<file path="config.mk">
export PLATFORM = sky130hd
export DESIGN_NAME = reg_scoreboard
export DESIGN_NICKNAME = d
export VERILOG_FILES = /design/src/rtl/reg_scoreboard.sv
export SDC_FILE = /design/constraint.sdc
export NUM_CORES = 1
export LEC_CHECK = 0
export CAP_MARGIN = 20
export CORE_MARGIN = 10
export CORE_UTILIZATION = 58
export DETAILED_ROUTE_END_ITERATION = 6
export PLACE_DENSITY = 0.83
export SLEW_MARGIN = 20
export SYNTH_ARGS = -nofsm -noshare
export SYNTH_HDL_FRONTEND = slang
export SYNTH_SLANG_ARGS = --single-unit
</file>
<file path="constraint.sdc">
create_clock -name clock_in -period 5.9 [get_ports clock_in]
set_clock_uncertainty 0.05 [all_clocks]
set_input_delay 0.59 -clock clock_in [delete_from_list [all_inputs] [get_ports clock_in]]
set_output_delay 0.59 -clock clock_in [all_outputs]
set_load 0.02 [all_outputs]
</file>
<file path="src/rtl/reg_scoreboard.sv">
// Register scoreboard: per-register outstanding-write counters and long-latency flags
// that stall decode on unforwardable RAW hazards, plus a flush/drain sequencer.
// Optional macro SB_WB_BYPASS_EN lets a same-cycle writeback release the stall early.
module reg_scoreboard #(
  parameter int ADDR_W = 5,
  parameter int NREGS  = 32,
  parameter int CNT_W  = 2,
  parameter int TOT_W  = 6
) (
  input  logic              clock_in,
  input  logic              reset_in,
  input  logic              sb_issue_valid_in,
  input  logic [ADDR_W-1:0] sb_issue_rd_addr_in,
  input  logic              sb_issue_long_in,
  input  logic              sb_wb_valid_in,
  input  logic [ADDR_W-1:0] sb_wb_rd_addr_in,
  input  logic              sb_dec_valid_in,
  input  logic [ADDR_W-1:0] sb_dec_ra_addr_in,
  input  logic [ADDR_W-1:0] sb_dec_rb_addr_in,
  input  logic              sb_flush_in,
  output logic              sb_stall_out,
  output logic [TOT_W-1:0]  sb_pending_out,
  output logic              sb_err_out
);
  typedef enum logic [1:0] {S_RUN, S_STALL, S_DRAIN} state_t;

  localparam logic [CNT_W-1:0] CNT_MAX = '1;

  state_t                      state_q;
  logic [NREGS-1:0][CNT_W-1:0] cnt_q, cnt_d;
  logic [NREGS-1:0]            long_q, long_d;
  logic [TOT_W-1:0]            tot_q, tot_d;
  logic                        err_q, err_d;

  logic iss_eff, wb_eff, same, ovf, unf, inc, dec;
  logic dep_a, dep_b, dep;

  // Issue is dropped while draining; writebacks always retire.
  assign iss_eff = sb_issue_valid_in && (sb_issue_rd_addr_in != '0) && (state_q != S_DRAIN);
  assign wb_eff  = sb_wb_valid_in && (sb_wb_rd_addr_in != '0);
  assign same    = iss_eff && wb_eff && (sb_issue_rd_addr_in == sb_wb_rd_addr_in);
  assign ovf     = iss_eff && !same && (cnt_q[sb_issue_rd_addr_in] == CNT_MAX);
  assign unf     = wb_eff && !same && (cnt_q[sb_wb_rd_addr_in] == '0);
  assign inc     = iss_eff && !same && !ovf;
  assign dec     = wb_eff && !same && !unf;

  always_comb begin
    cnt_d  = cnt_q;
    long_d = long_q;
    if (inc) cnt_d[sb_issue_rd_addr_in] = cnt_q[sb_issue_rd_addr_in] + CNT_W'(1);
    if (iss_eff) long_d[sb_issue_rd_addr_in] = long_q[sb_issue_rd_addr_in] | sb_issue_long_in;
    if (dec) begin
      cnt_d[sb_wb_rd_addr_in] = cnt_q[sb_wb_rd_addr_in] - CNT_W'(1);
      if (cnt_q[sb_wb_rd_addr_in] == CNT_W'(1)) long_d[sb_wb_rd_addr_in] = 1'b0;
    end
    cnt_d[0]  = '0;
    long_d[0] = 1'b0;
  end

  always_comb begin
    tot_d = tot_q;
    if (inc && !dec && (tot_q != '1))      tot_d = tot_q + TOT_W'(1);
    else if (dec && !inc && (tot_q != '0)) tot_d = tot_q - TOT_W'(1);
    err_d = err_q | ovf | unf;
  end

  always_comb begin
    dep_a = (sb_dec_ra_addr_in != '0) && (cnt_q[sb_dec_ra_addr_in] != '0) && long_q[sb_dec_ra_addr_in];
    dep_b = (sb_dec_rb_addr_in != '0) && (cnt_q[sb_dec_rb_addr_in] != '0) && long_q[sb_dec_rb_addr_in];
`ifdef SB_WB_BYPASS_EN
    if (sb_wb_valid_in && (sb_wb_rd_addr_in == sb_dec_ra_addr_in)) dep_a = 1'b0;
    if (sb_wb_valid_in && (sb_wb_rd_addr_in == sb_dec_rb_addr_in)) dep_b = 1'b0;
`endif
    dep = sb_dec_valid_in && (dep_a || dep_b);
  end

  assign sb_stall_out   = (state_q == S_DRAIN) ? 1'b1 : dep;
  assign sb_pending_out = tot_q;
  assign sb_err_out     = err_q;

  always_ff @(posedge clock_in or posedge reset_in) begin
    if (reset_in) begin
      cnt_q  <= '0;
      long_q <= '0;
      tot_q  <= '0;
      err_q  <= 1'b0;
    end else begin
      cnt_q  <= cnt_d;
      long_q <= long_d;
      tot_q  <= tot_d;
      err_q  <= err_d;
    end
  end

  // Flush wins over dependency; DRAIN exits once the registered total is empty.
  always_ff @(posedge clock_in or posedge reset_in) begin
    if (reset_in) begin
      state_q <= S_RUN;
    end else begin
      case (state_q)
        S_RUN: begin
          if (sb_flush_in)  state_q <= S_DRAIN;
          else if (dep)     state_q <= S_STALL;
        end
        S_STALL: begin
          if (sb_flush_in)  state_q <= S_DRAIN;
          else if (!dep)    state_q <= S_RUN;
        end
        S_DRAIN: begin
          if (!sb_flush_in && (tot_q == '0)) state_q <= S_RUN;
        end
        default: state_q <= S_RUN;
      endcase
    end
  end

endmodule

</file>
# Yosys cells after proc, flatten, opt, wreduce, memory -nomap -nowiden
# Cells that the tools add are included.
dict set report word_totals {
  ff_bits 102
  in_bits 27
  out_inout_bits 8
}
dict set report classes {
  add_sub_neg 4
  magnitude_cmp 6
  eq_ne 10
  mux 39
  n_bitwise 5
  n_reduce_logical 42
}
# cell count
set ops {}
lappend ops {{64-bit bitwise mux} 2}
lappend ops {{64-bit 2-to-1 mux} 2}
lappend ops {{32-bit 2-to-1 mux} 3}
lappend ops {{2-bit binary-select mux with 5-bit select} 4}
lappend ops {{32-bit AND} 1}
lappend ops {{32-bit bitwise mux} 1}
lappend ops {{32-bit inverter} 1}
lappend ops {{5-bit by 6-bit < comparator with 1-bit output, second input constant} 4}
lappend ops {{1-bit logical AND} 23}
lappend ops {{2-bit 2-to-1 mux} 11}
lappend ops {{2-bit demux with 5-bit select} 2}
lappend ops {{5-bit nonzero test} 4}
lappend ops {{1-bit binary-select mux with 5-bit select} 3}
lappend ops {{6-bit 2-to-1 mux} 2}
lappend ops {{1-bit demux with 5-bit select} 2}
lappend ops {{5-bit by 1-bit >= comparator with 1-bit output, second input constant} 2}
lappend ops {{6-bit by 1-bit adder with 6-bit output, second input constant} 1}
lappend ops {{1-bit zero test} 6}
lappend ops {{6-bit zero test} 1}
lappend ops {{1-bit 2-to-1 mux} 6}
lappend ops {{3-bit != test, second input constant} 2}
lappend ops {{6-bit != test, second input constant} 1}
lappend ops {{2-bit case mux with 3 select lines} 1}
lappend ops {{2-bit nonzero test} 3}
lappend ops {{13 further kinds} 18}

# Longest topological paths before layout
# Gate-level depths: netlist of the first run.
dict set report logic_depth {
  word_depth 15
  depth_mapped 21
  ltp_nobuf 18
}

# Least setup slack after synthesis of the first run
# No wires, ideal clock.
dict set report synth_path {
  kind {input-to-reg}
  from {input port sb_wb_rd_addr_in[0]}
  to {register tot_q[5], in the netlist sb_pending_out[5]}
  setup_time_ps 80
  arrival_time_ps 4840
  t_required_ps 5770
  setup_slack_ps 929
  cell_stages 20
  path_buffers 3
  cell_sequence {buf_2 -> buf_2 -> buf_1 -> mux4_2 -> inv_1 -> o22ai_1 -> nor4_1 -> ha_1 -> inv_1 -> o311a_1 -> o31a_1 -> nor4b_1 -> inv_1 -> ha_1 -> a21o_1 -> a21oi_1 -> o21bai_1 -> a21oi_1 -> mux2i_1 -> xnor2_1}
}
dict set report synth_between {
  elab_chain_len 13
  elab_cells_between_ends 25
}
# item line
set synth_lines {}
lappend synth_lines {{from (decl)} 16} ;# input logic [ADDR_W-1:0] sb_wb_rd_addr_in,
lappend synth_lines {{parallel branches: the longest is 13 deep, another holds 6-bit 2-to-1 mux} -}
lappend synth_lines {{to (signal assigned)} 90} ;# tot_q <= tot_d;
lappend synth_lines {{to (decl)} 32} ;# logic [TOT_W-1:0] tot_q, tot_d;
# Several ways; the timed one is not identified. The select of a mux whose other input is x is not followed.
# A chain may end at the register's enable or synchronous reset.

# Final worst setup path of the first run
# Same ends and word-level chain as after synthesis.

==> flow_metrics.py, run 1 <==
metrics = {
    "drt": {
        "initialDrtViolationCount": 1569,
        "drtPass1Iterations": 6,
        "drt-total-wl_mm": 28.0,
        "drc_errors": 0,
        "wl_per_cell_um": 28.1,
        "vias": 7648,
        "via_per_inst": 7.67,
        "ant_nets": 0,
    },
    "grt": {
        "grt_overflow": 0,
        "grt_max_degree": 63,
        "grt_pass1_vias": 7400,
        "track_usage_pct": 30.0,
        "grt_first_pass_wirelength_mm": 43.1,
        "antenna_found_initial": 0,
    },
    "synthesis": {
        "syn_area_per_cell_um2": 9.77,
        "synth_ff_type": "dfrtp_1",
        "ys_seq_elements": 102,
        "synth_cell_types": 69,
        "yosys-top-cells-area": "dfrtp_1 (32%), mux4_2 (12%), mux2i_1 (12%)",
        "syn_inst": 816,
        "ys_seq_area_share_pct": 32.0,
        "synth_edf_count": 0,
        "async_flop_share_pct": 100,
        "syn_nets": 851,
        "yosysTopAreaCell": "dfrtp_1",
        "syn-cell-area_um2": 7980,
        "synth_warnings": 0,
        "yosysTopAreaCellShare_pct": 32.0,
    },
    "cts": {
        "clk_pin_slew_ns": 0.07,
        "cts_num_sinks": 102,
        "cts.root.buffer_cell": "clkbuf_16",
        "cts.path.max_buffers": 2,
        "post-cts-setup-buffers": 0,
        "cts_tree": "built",
        "cts_resized": 0,
        "hold_buffers": 0,
        "cts_max_level": 3,
        "numCtsBuffers": 9,
        "clk_latency_ns": 0.37,
    },
    "setup_path": {
        "critPathCaptureType": "flip-flop",
        "crit_top_cell": "inv_1",
        "cp_max_fo": 23,
        "r2r-start": "cnt_q[23]$_DFF_PP0_",
        "critPathLaunchType": "input pin",
        "r2r-end": "sb_pending_out[5]$_DFFE_PP0P_",
        "path_cells": "clkdlybuf4s50_1, buf_4, mux4_2, inv_1, o22ai_1, nor4_1, ha_1, inv_1, o311a_1, o31a_1, nor4b_1, inv_1, ha_1, a21o_1, a21oi_1, o21bai_1, a21oi_1, mux2i_1, xnor2_1",
        "critPathSlowestCell": "mux4_2",
        "cp.buffers_inverters": 5,
        "crit_type": "input pin to flip-flop",
        "crit_arrival_ns": 5.43,
        "ff2ff_path_depth": 17,
        "regToRegSetupSlack_ns": 1.32,
        "cp_top_family": "buffers and inverters",
        "critPathRequiredTime_ns": 6.13,
        "worst_path_largest_cell_delay_ns": 0.56,
    },
    "pwr": {
        "power_frac_clock_pct": 19.4,
        "p_leak_nw": 3.62,
        "peakVddDrop_v": 0.000297,
        "powerDensity_nw_per_um2": 360,
        "switching_share_pct": 41.8,
        "sequentialPowerShare_pct": 39.1,
        "p_comb_share_pct": 41.5,
        "internal-power_mw": 1.82,
        "switching_power_mw": 1.31,
    },
    "layout": {
        "area_delta_synth_final_pct": 9.26,
        "antenna-diode-count": 0,
        "final_cell_count_no_fill": 997,
        "drive_above_1_share_pct": 16.3,
        "nFillCells": 1071,
        "final_area_um2": 8710,
        "nets": 852,
    },
    "sta": {
        "rsz0062_at_grt": "no",
        "slew_violations": 0,
        "slew_headroom_pct": 24.1,
        "setup_viol": 0,
        "fmax_mhz": 192,
        "hold_viol": 0,
        "tightest_slew_ns": 1.14,
        "period_needed_ns": 5.20,
        "finalCritPeriodShare_pct": 88.2,
        "worst_slack_ns": 0.698,
        "fin_setup_tns_ns": 0,
    },
    "floorplan": {
        "die_w_um": 137,
        "die_y_um": 137,
        "ios": 35,
        "initial_utilization_pct": 59.7,
        "rows": 42,
        "core_area_um2": 13300,
        "dieArea_um2": 18800,
    },
    "placement": {
        "gp_congestion": 1.05,
        "pre_cts_ws_ns": 0.483,
        "detailed_place_hpwl_mm": 19.4,
        "dpl_cell_area_um2": 8410,
        "placed_cells": 982,
        "port_buffers": 34,
    },
    "worst_hold_path": {
        "min_to": "state_q[1]$_DFFE_PP0P_",
        "min_path_cells": 1,
        "hp-class": "flip-flop to flip-flop",
        "hp-start": "state_q[0]$_DFFE_PP0P_",
    },
    "job": {
        "cap_violations": 0,
    },
    "outcome": {
        "status": "finished clean",
    },
}
## flip-flops by register name, indices dropped and copies added (netlist names)
signal          cells
cnt_q              62
long_q             31
sb_pending_out      6
state_q             2
sb_err_out          1
## worst max-delay path by stage
stage	from	endpoint	slack [ns]	depth (start not counted)
after floorplan	sb_wb_rd_addr_in[0]	sb_pending_out[5]$_DFFE_PP0P_	0.93	20
final	sb_wb_rd_addr_in[0]	sb_pending_out[5]$_DFFE_PP0P_	0.70	19
after CTS	sb_wb_rd_addr_in[0]	sb_pending_out[5]$_DFFE_PP0P_	0.84	19
after detailed placement	sb_wb_rd_addr_in[0]	sb_pending_out[5]$_DFFE_PP0P_	0.48	19
after global placement	sb_wb_rd_addr_in[0]	sb_pending_out[5]$_DFFE_PP0P_	0.66	19
after global routing	sb_wb_rd_addr_in[0]	sb_pending_out[5]$_DFFE_PP0P_	0.42	19
## power groups by stage
stage,Sequential [mW],Combinational (mW),Clock [mW]
global placement,1.20,1.20,0
CTS,1.20,1.26,0.611
detailed placement,1.21,1.25,0
global route,1.23,1.38,0.635
finish,1.23,1.30,0.608
floorplan,1.10,0.877,0
## cells by family (layout without fill, tap and decap cells)
group | count (synthesis) | after routing | share of synthesized area (%)
AND/OR/NAND/NOR | 282 | 282 | 16.9
XOR/XNOR | 10 | 10 | 1.10
adder cells (fa/ha/maj) | 8 | 8 | 1.35
buffers and inverters | 81 | 86 | 4.39
AO/OA/AOI/OAI | 153 | 153 | 14.1
multiplexers | 180 | 180 | 30.1
flip-flops | 102 | 102 | 32.0
## metrics by stage
step / hold WS [ns] / util, % / power [mW]
finish: 0.401 / 65.3 / 3.14
global route: 0.415 / 65.3 / 3.25
CTS: 0.399 / 65.2 / 3.07
detailed placement: 0.390 / 63.0 / 2.46
global placement: 0.373 / 63.0 / 2.40
floorplan: 0.360 / - / 1.98
## layout by cell type, fill, tap and decap left out, types with 4 or more instances in the layout
master,synthesis,final
o211ai_1,6,6
nor4_1,5,4
o22ai_1,11,11
nor2_1,126,126
a22oi_1,8,8
buf_4,1,21
nand2b_1,4,4
ha_1,7,7
mux2_2,29,29
a221oi_1,34,34
mux2_1,10,10
or3_1,4,4
dfrtp_1,102,102
o21ai_0,35,35
nand3_1,36,36
xnor2_1,9,9
and2_1,6,6
and3_1,7,7
or2_2,6,6
a21oi_1,16,16
nor3_1,13,13
o22a_1,4,4
inv_1,15,14
a211oi_1,8,8
mux2i_1,97,97
mux4_2,44,44
nand2_1,40,40
clkdlybuf4s50_1,0,33
nand3b_1,8,8
clkbuf_16,0,9
nor2b_1,4,4
nand3_2,5,5
## cell type report
class                           instances  area (um2)  share of cell area (%)
Inverter                               16        62.6                   0.718
Sequential cell                       102        2550                    29.3
Clock buffer                           12         246                    2.83
Timing Repair Buffer                   55         493                    5.66
Multi-Input combinational cell        633        5090                    58.5
Tap cell                              176         220                    2.53
Clock inverter                          3        45.0                   0.517
## cell usage after synthesis (3+ instances only)
master,number
dfrtp_1,102
buf_2,10
nor2b_1,4
clkbuf_1,44
nand3b_1,8
a22oi_1,8
buf_6,4
a311oi_1,3
a21oi_1,16
and2_1,6
nand3_2,5
or3b_2,3
o22a_1,4
nor2_1,126
ha_1,7
nor4b_1,3
a211oi_1,8
nand2b_1,4
a221oi_1,34
o311ai_0,3
o211ai_1,6
nor4_1,5
nor3b_1,3
mux4_2,44
o21ai_0,35
mux2i_1,97
or3_1,4
xnor2_1,9
nand3_1,36
nand2_1,40
buf_1,6
inv_1,15
o22ai_1,11
mux2_2,29
mux2_1,10
nor3_1,13
or2_2,6
and3_1,7
## layer usage
| metal | wire length (um) | GRT usage, % | vias up |
|---|---|---|---|
| met5 | 0 | 0 | - |
| met3 | 4340 | 9.94 | 153 |
| li1 | - | - | 3094 |
| met4 | 1620 | 15.7 | 0 |
| met2 | 12200 | 44.3 | 684 |
| met1 | 9920 | 38.3 | 3717 |
Power figures use the tool's default switching activity.
==> run 2: changes to the inputs <==
CORE_UTILIZATION = 56   (was 58)
PLACE_DENSITY = 0.84   (was 0.83)
clock period = 4.6 ns   (was 5.9 ns; I/O delays follow)
==> flow_metrics.py, run 2 (same netlist as run 1, synthesis figures left out) <==
metrics = {
    "setup_path": {
        "cp_max_fo": 18,
        "worst_path_largest_cell_delay_ns": 0.52,
        "cp.buffers_inverters": 7,
        "critPathLaunchType": "input pin",
        "critPathSlowestCell": "clkdlybuf4s50_1",
        "crit_type": "input pin to flip-flop",
        "cp_top_family": "buffers and inverters",
        "crit_top_cell": "inv_1",
        "critPathRequiredTime_ns": 4.84,
        "crit_arrival_ns": 4.53,
        "path_cells": "clkdlybuf4s50_1, buf_12, mux4_2, inv_1, o22ai_1, nor4_1, buf_4, ha_1, inv_1, o311a_1, o31a_1, nor4b_2, inv_1, buf_4, ha_1, a21oi_1, o21bai_1, a21oi_1, mux2i_1, xnor2_1",
        "critPathCaptureType": "flip-flop",
    },
    "cts": {
        "cts_max_level": 3,
        "post-cts-setup-buffers": 0,
        "cts.root.buffer_cell": "clkbuf_16",
        "cts.path.max_buffers": 2,
        "numCtsBuffers": 9,
        "clk_pin_slew_ns": 0.08,
        "clk_latency_ns": 0.37,
        "cts_tree": "built",
        "cts_num_sinks": 102,
    },
    "drt": {
        "vias": 7473,
        "via_per_inst": 7.23,
        "ant_nets": 0,
        "drtPass1Iterations": 7,
        "initialDrtViolationCount": 1250,
        "drc_errors": 3,
        "wl_per_cell_um": 26.6,
        "drt-total-wl_mm": 27.5,
    },
    "job": {
        "cap_violations": 0,
    },
    "placement": {
        "port_buffers": 34,
        "pre_cts_ws_ns": -0.116,
        "gp_congestion": 1.00,
        "detailed_place_hpwl_mm": 19.7,
    },
    "sta": {
        "hold_viol": 0,
        "tightest_slew_ns": 1.16,
        "slew_headroom_pct": 22.9,
        "setup_viol": 0,
        "fmax_mhz": 233,
        "slew_violations": 0,
        "worst_slack_ns": 0.314,
        "finalCritPeriodShare_pct": 93.2,
        "period_needed_ns": 4.29,
    },
    "floorplan": {
        "die_w_um": 139,
        "die_y_um": 139,
        "dieArea_um2": 19400,
        "initial_utilization_pct": 57.2,
        "core_area_um2": 13900,
        "ios": 35,
        "rows": 43,
    },
    "pwr": {
        "switching_share_pct": 42.5,
        "powerDensity_nw_per_um2": 448,
        "power.total_mw": 4.02,
        "p_leak_nw": 3.79,
        "peakVddDrop_v": 0.000260,
        "sequentialPowerShare_pct": 39.1,
        "p_comb_share_pct": 42.0,
        "power_frac_clock_pct": 18.9,
        "internal-power_mw": 2.31,
        "switching_power_mw": 1.71,
    },
    "grt": {
        "antenna_found_initial": 1,
        "grt_overflow": 0,
        "grt_first_pass_wirelength_mm": 42.8,
        "track_usage_pct": 27.8,
        "grt_pass1_vias": 7200,
        "grt_max_degree": 76,
    },
    "layout": {
        "mostFrequentLayoutCells": "nor2_1 (126), dfrtp_1 (102), mux2i_1 (97), buf_4 (49), mux4_2 (44)",
        "drive_above_1_share_pct": 19.7,
        "largest_reg_flops": 62,
        "area_delta_synth_final_pct": 12.7,
        "antenna-diode-count": 0,
        "top_register": "cnt_q",
        "nFillCells": 1126,
        "layout_commonest_cell": "nor2_1",
        "nets": 884,
    },
    "worst_hold_path": {
        "hp-class": "flip-flop to flip-flop",
    },
    "outcome": {
        "violations": "DRC",
        "status": "finished, violations left",
    },
}
## run 2: cell count changes in the layout (fill, tap and decap cells not counted), sizes merged
cell	before	now
bufinv	1	0
buf	22	54
clkbuf	12	9
clkinv	1	2
inv	15	19
## run 2: worst register-to-register path, stage by stage, from the launching register on
cell	delay (ns)
dfrtp_1	0.48
mux4_2	0.51
inv_1	0.07
o22ai_1	0.07
nor4_1	0.26
buf_4	0.16
ha_1	0.15
inv_1	0.04
o311a_1	0.13
o31a_1	0.14
nor4b_2	0.33
inv_1	0.10
buf_4	0.16
ha_1	0.30
a21oi_1	0.21
o21bai_1	0.10
a21oi_1	0.21
mux2i_1	0.24
xnor2_1	0.14
## run 2: repair_timing
action,in CTS,in global routing
hold buffers,0,0
resized for setup,0,1
endpoints found under the setup margin,0,2
## run 2: path summary, 6_finish.rpt
path	start	to	slack (ns)	depth (start not counted)
max in group asynchronous	reset_in	long_q[14]$_DFF_PP0_	2.98	3
hold / removal	state_q[0]$_DFFE_PP0P_	state_q[1]$_DFFE_PP0P_	0.39	1
hold reg to reg	state_q[0]$_DFFE_PP0P_	state_q[1]$_DFFE_PP0P_	0.39	1
setup reg to reg	cnt_q[31]$_DFF_PP0_	sb_pending_out[5]$_DFFE_PP0P_	0.68	18
setup / recovery	sb_wb_rd_addr_in[0]	sb_pending_out[5]$_DFFE_PP0P_	0.31	20
min in group asynchronous	reset_in	sb_pending_out[4]$_DFFE_PP0P_	0.61	2
## run 2: layer usage
metal  up-vias  wire length [um]  GRT usage [%]
met5         -                 0              0
met4         0              1310           13.1
met3       133              3750           8.81
met2       581             12000           40.4
met1      3601             10500           36.7
li1       3158                 -              -
## run 2: power groups by stage
stage	combinational (mW)	sequential, mW	clock, mW
2_1_floorplan	1.13	1.42	0
3_3_place_gp	1.61	1.55	0
3_5_place_dp	1.65	1.56	0
4_1_cts	1.66	1.54	0.761
5_1_grt	1.81	1.59	0.798
6_report	1.69	1.57	0.760
## run 2: through the flow
stage          std cells  hold slack (ns)  cell area [um2]  utilization (%)  TNS (ns)
2_1_floorplan        816            0.360             7980                -         0
3_3_place_gp        1018            0.373             8700             62.4         0
3_5_place_dp        1018            0.383             8700             62.4    -0.122
4_1_cts             1034            0.393             8980             64.5         0
5_1_grt             1034            0.424             8990             64.5  -0.00907
6_report            1034            0.385             8990             64.5         0
## run 2: area by class of cell
cell class	count	area, um2	area share [%]
clock buffers	9	225	2.51
well taps	180	225	2.51
multi-input cells	633	5080	56.6
inverters	16	62.6	0.696
flip-flops and latches	102	2550	28.4
clock inverters	7	55.1	0.612
repair buffers	87	783	8.71
